--- src/rtl/uart_pkg.sv ---
// Shared UART definitions: FSM state encodings and default line parameters,
// common to the transmitter and receiver.
package uart_pkg;

  localparam int unsigned ClkFreqDefault  = 10000;
  localparam int unsigned BaudRateDefault = 1000;
  localparam int unsigned DataSizeDefault = 8;

  typedef enum logic [2:0] {
    StIdle   = 3'b000,
    StStart  = 3'b001,
    StData   = 3'b010,
    StStop   = 3'b011,
    StParity = 3'b100
  } uart_state_e;

endpackage

--- src/rtl/uart_baud_gen.sv ---
// Bit-period timer: one-clock tick every DIV clocks, restartable so bit
// boundaries can be aligned to the start of a frame.
module uart_baud_gen #(
  parameter int unsigned DIV = 10
) (
  input  logic clk,
  input  logic reset,
  input  logic restart,
  output logic tick
);

  localparam int unsigned CntW = $clog2(DIV);

  logic [CntW-1:0] cnt_q, cnt_d;

  assign tick = (cnt_q == CntW'(DIV - 1));

  always_comb begin
    cnt_d = cnt_q + CntW'(1);
    if (restart || tick) begin
      cnt_d = '0;
    end
  end

  always_ff @(posedge clk) begin
    if (!reset) begin
      cnt_q <= '0;
    end else begin
      cnt_q <= cnt_d;
    end
  end

endmodule

--- src/rtl/uart_tx.sv ---
// Buffered UART transmitter: inline FIFO feeding a start/data/parity/stop
// framer with a registered serial output.
module uart_tx
  import uart_pkg::*;
#(
  parameter int unsigned CLK_FREQ   = ClkFreqDefault,
  parameter int unsigned BAUD_RATE  = BaudRateDefault,
  parameter int unsigned DATA_SIZE  = DataSizeDefault,
  parameter int unsigned PARITY_ODD = 0,
  parameter int unsigned FIFO_DEPTH = 4
) (
  input  logic                          clk,
  input  logic                          reset,
  input  logic [DATA_SIZE-1:0]          in_data,
  input  logic                          in_valid,
  output logic                          in_ready,
  output logic                          tx,
  output logic                          busy,
  output logic [$clog2(FIFO_DEPTH):0]   fifo_count
);

  localparam int unsigned Div  = CLK_FREQ / BAUD_RATE;
  localparam int unsigned PtrW = $clog2(FIFO_DEPTH);
  localparam int unsigned BitW = $clog2(DATA_SIZE + 1);

  logic [DATA_SIZE-1:0] mem_q [FIFO_DEPTH];
  logic [PtrW-1:0]      wr_ptr_q, rd_ptr_q;
  logic [PtrW:0]        count_q;
  logic                 push, pop, fifo_empty;

  uart_state_e          state_q, state_d;
  logic [DATA_SIZE-1:0] shift_q, shift_d;
  logic                 parity_q, parity_d;
  logic [BitW-1:0]      bit_cnt_q, bit_cnt_d;
  logic                 tx_q, tx_d;
  logic                 baud_restart, baud_tick;

  assign in_ready   = (count_q != (PtrW + 1)'(FIFO_DEPTH));
  assign push       = in_valid && in_ready;
  assign fifo_empty = (count_q == '0);
  assign fifo_count = count_q;
  assign tx         = tx_q;
  assign busy       = (state_q != StIdle);

  uart_baud_gen #(
    .DIV (Div)
  ) u_baud (
    .clk     (clk),
    .reset   (reset),
    .restart (baud_restart),
    .tick    (baud_tick)
  );

  // Pointers wrap naturally because FIFO_DEPTH is a power of two.
  always_ff @(posedge clk) begin
    if (!reset) begin
      wr_ptr_q <= '0;
      rd_ptr_q <= '0;
      count_q  <= '0;
    end else begin
      if (push) begin
        mem_q[wr_ptr_q] <= in_data;
        wr_ptr_q        <= wr_ptr_q + PtrW'(1);
      end
      if (pop) begin
        rd_ptr_q <= rd_ptr_q + PtrW'(1);
      end
      case ({push, pop})
        2'b10:   count_q <= count_q + (PtrW + 1)'(1);
        2'b01:   count_q <= count_q - (PtrW + 1)'(1);
        default: count_q <= count_q;
      endcase
    end
  end

  always_comb begin
    state_d      = state_q;
    shift_d      = shift_q;
    parity_d     = parity_q;
    bit_cnt_d    = bit_cnt_q;
    pop          = 1'b0;
    baud_restart = 1'b0;

    case (state_q)
      StIdle: begin
        baud_restart = 1'b1;
        pop          = !fifo_empty;
      end
      StStart: begin
        if (baud_tick) state_d = StData;
      end
      StData: begin
        if (baud_tick) begin
          shift_d = shift_q >> 1;
          if (bit_cnt_q == BitW'(DATA_SIZE - 1)) begin
            state_d = StParity;
          end else begin
            bit_cnt_d = bit_cnt_q + BitW'(1);
          end
        end
      end
      StParity: begin
        if (baud_tick) state_d = StStop;
      end
      StStop: begin
        if (baud_tick) begin
          if (!fifo_empty) begin
            pop = 1'b1;
          end else begin
            state_d = StIdle;
          end
        end
      end
      default: state_d = StIdle;
    endcase

    // Loading a byte always begins a fresh, DIV-aligned frame.
    if (pop) begin
      state_d      = StStart;
      shift_d      = mem_q[rd_ptr_q];
      parity_d     = (^mem_q[rd_ptr_q]) ^ (PARITY_ODD != 0);
      bit_cnt_d    = '0;
      baud_restart = 1'b1;
    end
  end

  always_comb begin
    case (state_q)
      StStart:  tx_d = 1'b0;
      StData:   tx_d = shift_q[0];
      StParity: tx_d = parity_q;
      default:  tx_d = 1'b1;
    endcase
  end

  always_ff @(posedge clk) begin
    if (!reset) begin
      state_q   <= StIdle;
      shift_q   <= '0;
      parity_q  <= 1'b0;
      bit_cnt_q <= '0;
      tx_q      <= 1'b1;
    end else begin
      state_q   <= state_d;
      shift_q   <= shift_d;
      parity_q  <= parity_d;
      bit_cnt_q <= bit_cnt_d;
      tx_q      <= tx_d;
    end
  end

endmodule

--- config.mk ---
export PLATFORM = sky130hd
export DESIGN_NAME = uart_tx
export DESIGN_NICKNAME = d
export VERILOG_FILES = /design/src/rtl/uart_pkg.sv /design/src/rtl/uart_baud_gen.sv /design/src/rtl/uart_tx.sv
export SDC_FILE = /design/constraint.sdc
export NUM_CORES = 1
export LEC_CHECK = 0
export ABC_AREA = 1
export BUFFER_PORTS_ARGS = -buffer_cell sky130_fd_sc_hd__buf_2
export CORE_MARGIN = 2
export CORE_UTILIZATION = 45
export CTS_BUF_LIST = sky130_fd_sc_hd__clkbuf_4
export CTS_CLUSTER_DIAMETER = 80
export DETAILED_ROUTE_END_ITERATION = 8
export PLACE_DENSITY = 0.71
export SYNTH_ARGS = -nofsm -noshare
export SYNTH_HDL_FRONTEND = slang
export SYNTH_SLANG_ARGS = --single-unit
--- constraint.sdc ---
create_clock -name clk -period 2.1 [get_ports clk]
set_input_delay 0.42 -clock clk [delete_from_list [all_inputs] [get_ports clk]]
set_output_delay 0.42 -clock clk [all_outputs]
set_load 0.01 [all_outputs]
# == Word-level counts from Yosys, hierarchy flattened ==
# Memories as Yosys holds them, arrays and structs flattened. A register that Yosys moved wholly into a read port is not among the register bits.
# Index checks and enable logic that the tools add are counted.
# op_classes
n_addsub,6
mux,23
bitwise_logic,3
reduce_logical,16
eq_ne,22
# op_table
op,count
8-bit two-way mux,3
3-bit two-way mux,6
3-bit case mux with 5 select lines,1
7-bit AND reduction,2
3-bit by 2-bit inequality test with 1-bit output (second input constant),4
3-bit inequality test (second input constant),3
4-bit by 1-bit adder with 4-bit output (second input constant),2
1-bit two-way mux,8
2-bit by 1-bit inequality test with 1-bit output (second input constant),4
8-bit parity,1
3-bit by 2-bit == test with 1-bit output (second input constant),2
3-bit zero test,2
2-bit inequality test (second input constant),3
3-bit case mux with 2 select lines,1
2-bit nonzero test,3
2-bit by 1-bit adder with 2-bit output (second input constant),2
4-bit by 3-bit == test with 1-bit output (second input constant),1
4-bit == test (second input constant),1
2-bit two-way mux,2
2-bit OR reduction,2
3-bit by 1-bit adder with 3-bit output (second input constant),1
3-bit by 1-bit == test with 1-bit output (second input constant),1
3-bit == test (second input constant),1
1-bit inverter,3
other kinds (11),11
# totals
ram_bits,32
out_inout_bits,6
memories,1
regBits,28
# mem_list
memory,depth,word_bits,read_ports,rd_ports_with_merged_regs,write_ports,line,source
mem_q,4,8,1,1,1,uart_tx.sv:26,logic [DATA_SIZE-1:0] mem_q [FIFO_DEPTH];

# == Logic depth before layout (Yosys ltp) ==
# logic_depth
ltp_word,7
mapped_depth,16

# == Cells and area by module ==
# From an unflattened synthesis, not the netlist that was laid out.
# unflattened
hier_cells,342
area_unflattened_um2,2891.5
# modules_own_cells
module,cells_per_inst,instances,area_each_um2
uart_tx,319,1,2703.8
uart_baud_gen,23,1,187.7

# == Worst setup path after synthesis ==
# No wires, ideal clock.
# synth_timing
path_kind,register to register
from,register u_baud.cnt_q[0]
to,"register count_q[2], in the netlist fifo_count[2]"
period_less_slack_ps,2127
arrival_ps,2005
stages_incl_launch_ff,14
path_slack_ps,-27
setup_ps,122
n_path_buf,1
path_cell_list,dfxtp_1 > ha_1 > nand3b_4 > nand2_1 > nand2_2 > inv_2 > buf_6 > ha_1 > inv_1 > fa_1 > a21oi_1 > o21ai_0 > o21ai_0 > a21oi_1
# synth_via
elab_chain_cells,5
elab_cells_between_ends,7
cone_classes,eq/ne: 3; mux: 3; reduce/logical: 1
# synth_rtl
item,line,source
"start, declared",uart_baud_gen.sv:14,"logic [CntW-1:0] cnt_q, cnt_d;"
"start signal, assigned",uart_baud_gen.sv:29,cnt_q <= cnt_d;
4-bit == test *,uart_baud_gen.sv:16,assign tick = (cnt_q == CntW'(DIV - 1));
1-bit two-way mux *,uart_tx.sv:106,if (baud_tick) begin
1-bit case mux with 2 select lines *,uart_tx.sv:84,case (state_q)
named net pop,uart_tx.sv:29,"logic push, pop, fifo_empty;"
2-bit by 1-bit == test with 1-bit output or 2-bit == test (tied branches),uart_tx.sv:68,"case ({push, pop})"
3-bit case mux with 2 select lines or 2-bit nonzero test (tied branches),n/a,
"end signal, assigned",uart_tx.sv:69,2'b10: count_q <= count_q + (PtrW + 1)'(1);
"end signal, assigned",uart_tx.sv:70,2'b01: count_q <= count_q - (PtrW + 1)'(1);
"end signal, assigned",uart_tx.sv:71,default: count_q <= count_q;
"end, declared",uart_tx.sv:28,logic [PtrW:0] count_q;
# Mark *: on every way through the listed nets, which the timed path passes. The rest lies on a longest branch.
# A chain may end at the register's enable or synchronous reset.

# == Final worst setup path ==
# layout_timing
from,register state_q[0]
to,"register count_q[2], in the netlist fifo_count[2]"
# layout_via
elab_chain_cells,4
elab_cells_between_ends,7
cone_classes,eq/ne: 3; mux: 2; reduce/logical: 2
# layout_rtl
item,line,source
"start, declared",uart_tx.sv:31,"uart_state_e state_q, state_d;"
"start signal, assigned",uart_tx.sv:138,state_q <= StIdle;
"start signal, assigned",uart_tx.sv:144,state_q <= state_d;
3-bit by 2-bit == test with 1-bit output or 3-bit zero test (tied branches),uart_tx.sv:84,
1-bit case mux with 2 select lines *,uart_tx.sv:84,
2-bit by 1-bit == test with 1-bit output or 2-bit == test (tied branches),uart_tx.sv:68,
3-bit case mux with 2 select lines or 2-bit nonzero test (tied branches),n/a,
# Mark *: on every way between the ends. The rest lies on a longest branch, timed or not.

==> impl_metrics.py <==
metrics = {
    "synth": {
        "ys_warn_count": 0,
        "synth_top_area_cell": "edfxtp_1",
        "synthesis.area_um2": 3000,
        "ys_types": 34,
        "synth-seq-cells": 62,
        "syn-num-nets": 380,
        "ys_seq_area_frac": 0.521,
        "synthTopCellsByArea": "edfxtp_1 32%, dfxtp_1 20%, nand2_1 18%",
        "syn_inst": 360,
        "synth_top_area_frac": 0.321,
        "avgSynthCellArea_um2": 8.32,
    },
    "floorplan": {
        "io_pins": 17,
        "core.rowCount": 29,
        "die_y_um": 85.6,
        "die-area_um2": 7330,
        "initial_utilization": 0.469,
        "fp.dieW_um": 85.6,
        "core_um2": 6390,
    },
    "timing": {
        "worstMarginPinSlew_ps": 402,
        "relSlewSlack": 0.732,
        "setup_tns_ps": 0,
        "fmax_mhz": 514,
        "finalHoldViolations": 0,
        "fin_crit_sh": 0.927,
        "clock_skew_ps": 14.0,
        "finalMaxSlewViolations": 0,
        "setup_viol": 0,
        "post-route-min-period_ps": 1950,
        "rsz0062_at_grt": "no",
    },
    "final_layout": {
        "fin_cells": 472,
        "final_cell_mix": "143 x nand2_1, 32 x inv_1, 32 x edfxtp_1",
        "final_common_cell": "nand2_1",
        "fillers": 606,
        "syn_to_final_growth_pct": 10.9,
        "antennaDiodeCount": 0,
        "layout.nets": 410,
        "drive_gt1_frac": 0.165,
    },
    "global_routing": {
        "grt_pass1_wl_mm": 9.33,
        "grt_start_max_net_pins": 19,
        "first_global_vias": 2150,
        "grt_usage": 0.162,
        "antenna_found_initial": 0,
        "grt_overflow_total": 0,
    },
    "cts": {
        "cts_made_buffers": 9,
        "cts_hold_buf": 0,
        "clockBufferDepth": 2,
        "clock_latency_ps": 400,
        "post_cts_buffers": 0,
        "htreeDepth": 3,
        "cts_root_buf": "clkbuf_4",
        "cts.clk_slew.worst_paths_ps": 100,
        "cts_tree": "yes",
        "cts_num_sinks": 62,
    },
    "worst_setup_path": {
        "path_cells": "nor2_2, nand2_2, inv_2, nand2_1, nand2_1, nand2_2, inv_2, ha_1, inv_1, fa_2, a21oi_1, o21ai_1, o21ai_1, a21oi_1",
        "cp.required_ps": 2400,
        "crit_path_end_kind": "register",
        "start_kind": "register",
        "crit_type": "reg2reg",
        "slowest_delay_ps": 350,
        "slowest_stage": "dfxtp_2",
        "crit_fanout": 5,
        "cp.arrival_ps": 2250,
    },
    "place": {
        "gp_congestion": 0.823,
        "placed_cells": 456,
        "port_buffers": 16,
        "hpwl_mm": 3.91,
    },
    "pwr": {
        "p_per_area_nw_per_um2": 1290,
        "power_mw": 4.28,
        "p_leak_nw": 1.54,
        "ir_drop_uv": 639,
    },
    "routing": {
        "wl_met1_mm": 2.59,
        "wl_met2_mm": 2.53,
        "drtIter0Drc": 125,
        "wl_met3_um": 146,
        "totalWireLength_mm": 5.37,
        "highest_layer": "met4",
        "wl_per_cell_um": 11.4,
        "drc": 0,
        "ant_nets": 0,
        "first_pass_iters": 4,
        "via_count": 2310,
        "routed_via_density": 4.89,
    },
    "flow_run": {
        "maxCapViolCount": 0,
    },
    "hold_path": {
        "hp-class": "in2reg",
    },
    "status": {
        "status": "completed",
    },
}
## where the power goes
part           internal [mW]  leakage [nW]  switching, mW
Clock                  0.260        0.0641          0.414
Sequential              1.48         0.537          0.125
Combinational          0.705         0.939           1.30
Total                   2.44          1.54           1.84
## final timing paths
| kind | to | slack, ps | depth (start not counted) | from |
|---|---|---|---|---|
| worst max-delay path | fifo_count[2] | 150 | 14 | state_q[0] |
| worst min-delay path | mem_q[2][7] | 230 | 1 | in_data[7] |
| worst min register to register | u_baud.cnt_q[0] | 440 | 1 | u_baud.cnt_q[0] |
| worst max register to register | fifo_count[2] | 150 | 14 | state_q[0] |
## cells by family (layout without fill, tap and decap cells)
family,count (synthesis),after routing,synth area share
AOI/OAI and AO/OA,34,34,0.0618
xor gates and xnor gates,4,4,0.0117
adders and majority gates,9,9,0.0401
buffers and inverters,47,82,0.0706
DFF,62,62,0.521
and+or+nand+nor,204,204,0.295
## repair_timing
item,CTS,global route
setup endpoints to repair,0,1
resized for setup,0,8
endpoints found under the hold margin,0,0
## registers in the layout, summed over array words and instances (netlist names), 2 cells and up, named ones only
| name | flops |
|---|---|
| bit_cnt_q | 4 |
| fifo_count | 3 |
| mem_q | 32 |
| rd_ptr_q | 2 |
| shift_q | 8 |
| state_q | 3 |
| u_baud.cnt_q | 4 |
| wr_ptr_q | 2 |
## metal layers
metal  global-route usage  vias up
met1                0.204     1043
li1                     -     1225
met3               0.0356        9
met5                    0        -
met2                0.259       33
met4               0.0895        0
## cells in the mapped netlist
library cell and number:
inv_2 3, nor2_8 1, and3_1 1, nor3_2 2
buf_2 2, nand2_1 144, nor3_1 2, clkbuf_1 1
nor2_2 2, clkinv_1 1, o21ai_1 1, inv_1 34
xor2_1 3, edfxtp_1 32, nand3b_4 1, nand2_2 2
nand3_1 28, ha_1 8, xnor2_1 1, nand2_4 1
fa_1 1, nand4_1 3, o211ai_1 1, nor2_1 16
buf_4 2, buf_6 3, o21ai_0 10, o2111ai_1 1
dfxtp_1 30, inv_4 1, nor2_4 1, a31oi_1 5
a21oi_1 15, o21bai_1 1
## final cells by class
cell class                 instances  area [µm²]  share of cell area
sequential                        62        1570               0.472
multi-input combinational        251        1240               0.373
timing repair buffer              27         163              0.0489
inverter                          39         149              0.0448
tap                               77        96.3              0.0290
clock buffer                      11        82.6              0.0248
clock inverter                     5        26.3             0.00790
## per-stage QoR
step / utilization / hold WS, ps / setup slack (ps) / cell area, µm²
after floorplan: - / 412 / 7.59 / 3000
after global placement: 0.501 / 422 / 150 / 3200
after detailed placement: 0.501 / 428 / 72.5 / 3200
after CTS: 0.518 / 212 / 64.0 / 3310
after global routing: 0.521 / 210 / 19.8 / 3320
final: 0.521 / 232 / 154 / 3320
## worst max-delay path, delay by kind of cell (launching register included)
kind | cells | cell delay [ps]
adder cells (fa/ha/maj) | 2 | 480
AND/OR/NAND/NOR | 5 | 410
AO/OA/AOI/OAI | 4 | 410
flip-flops | 1 | 350
buffers and inverters | 3 | 200
Note: power is estimated with default switching activity, not from simulation.
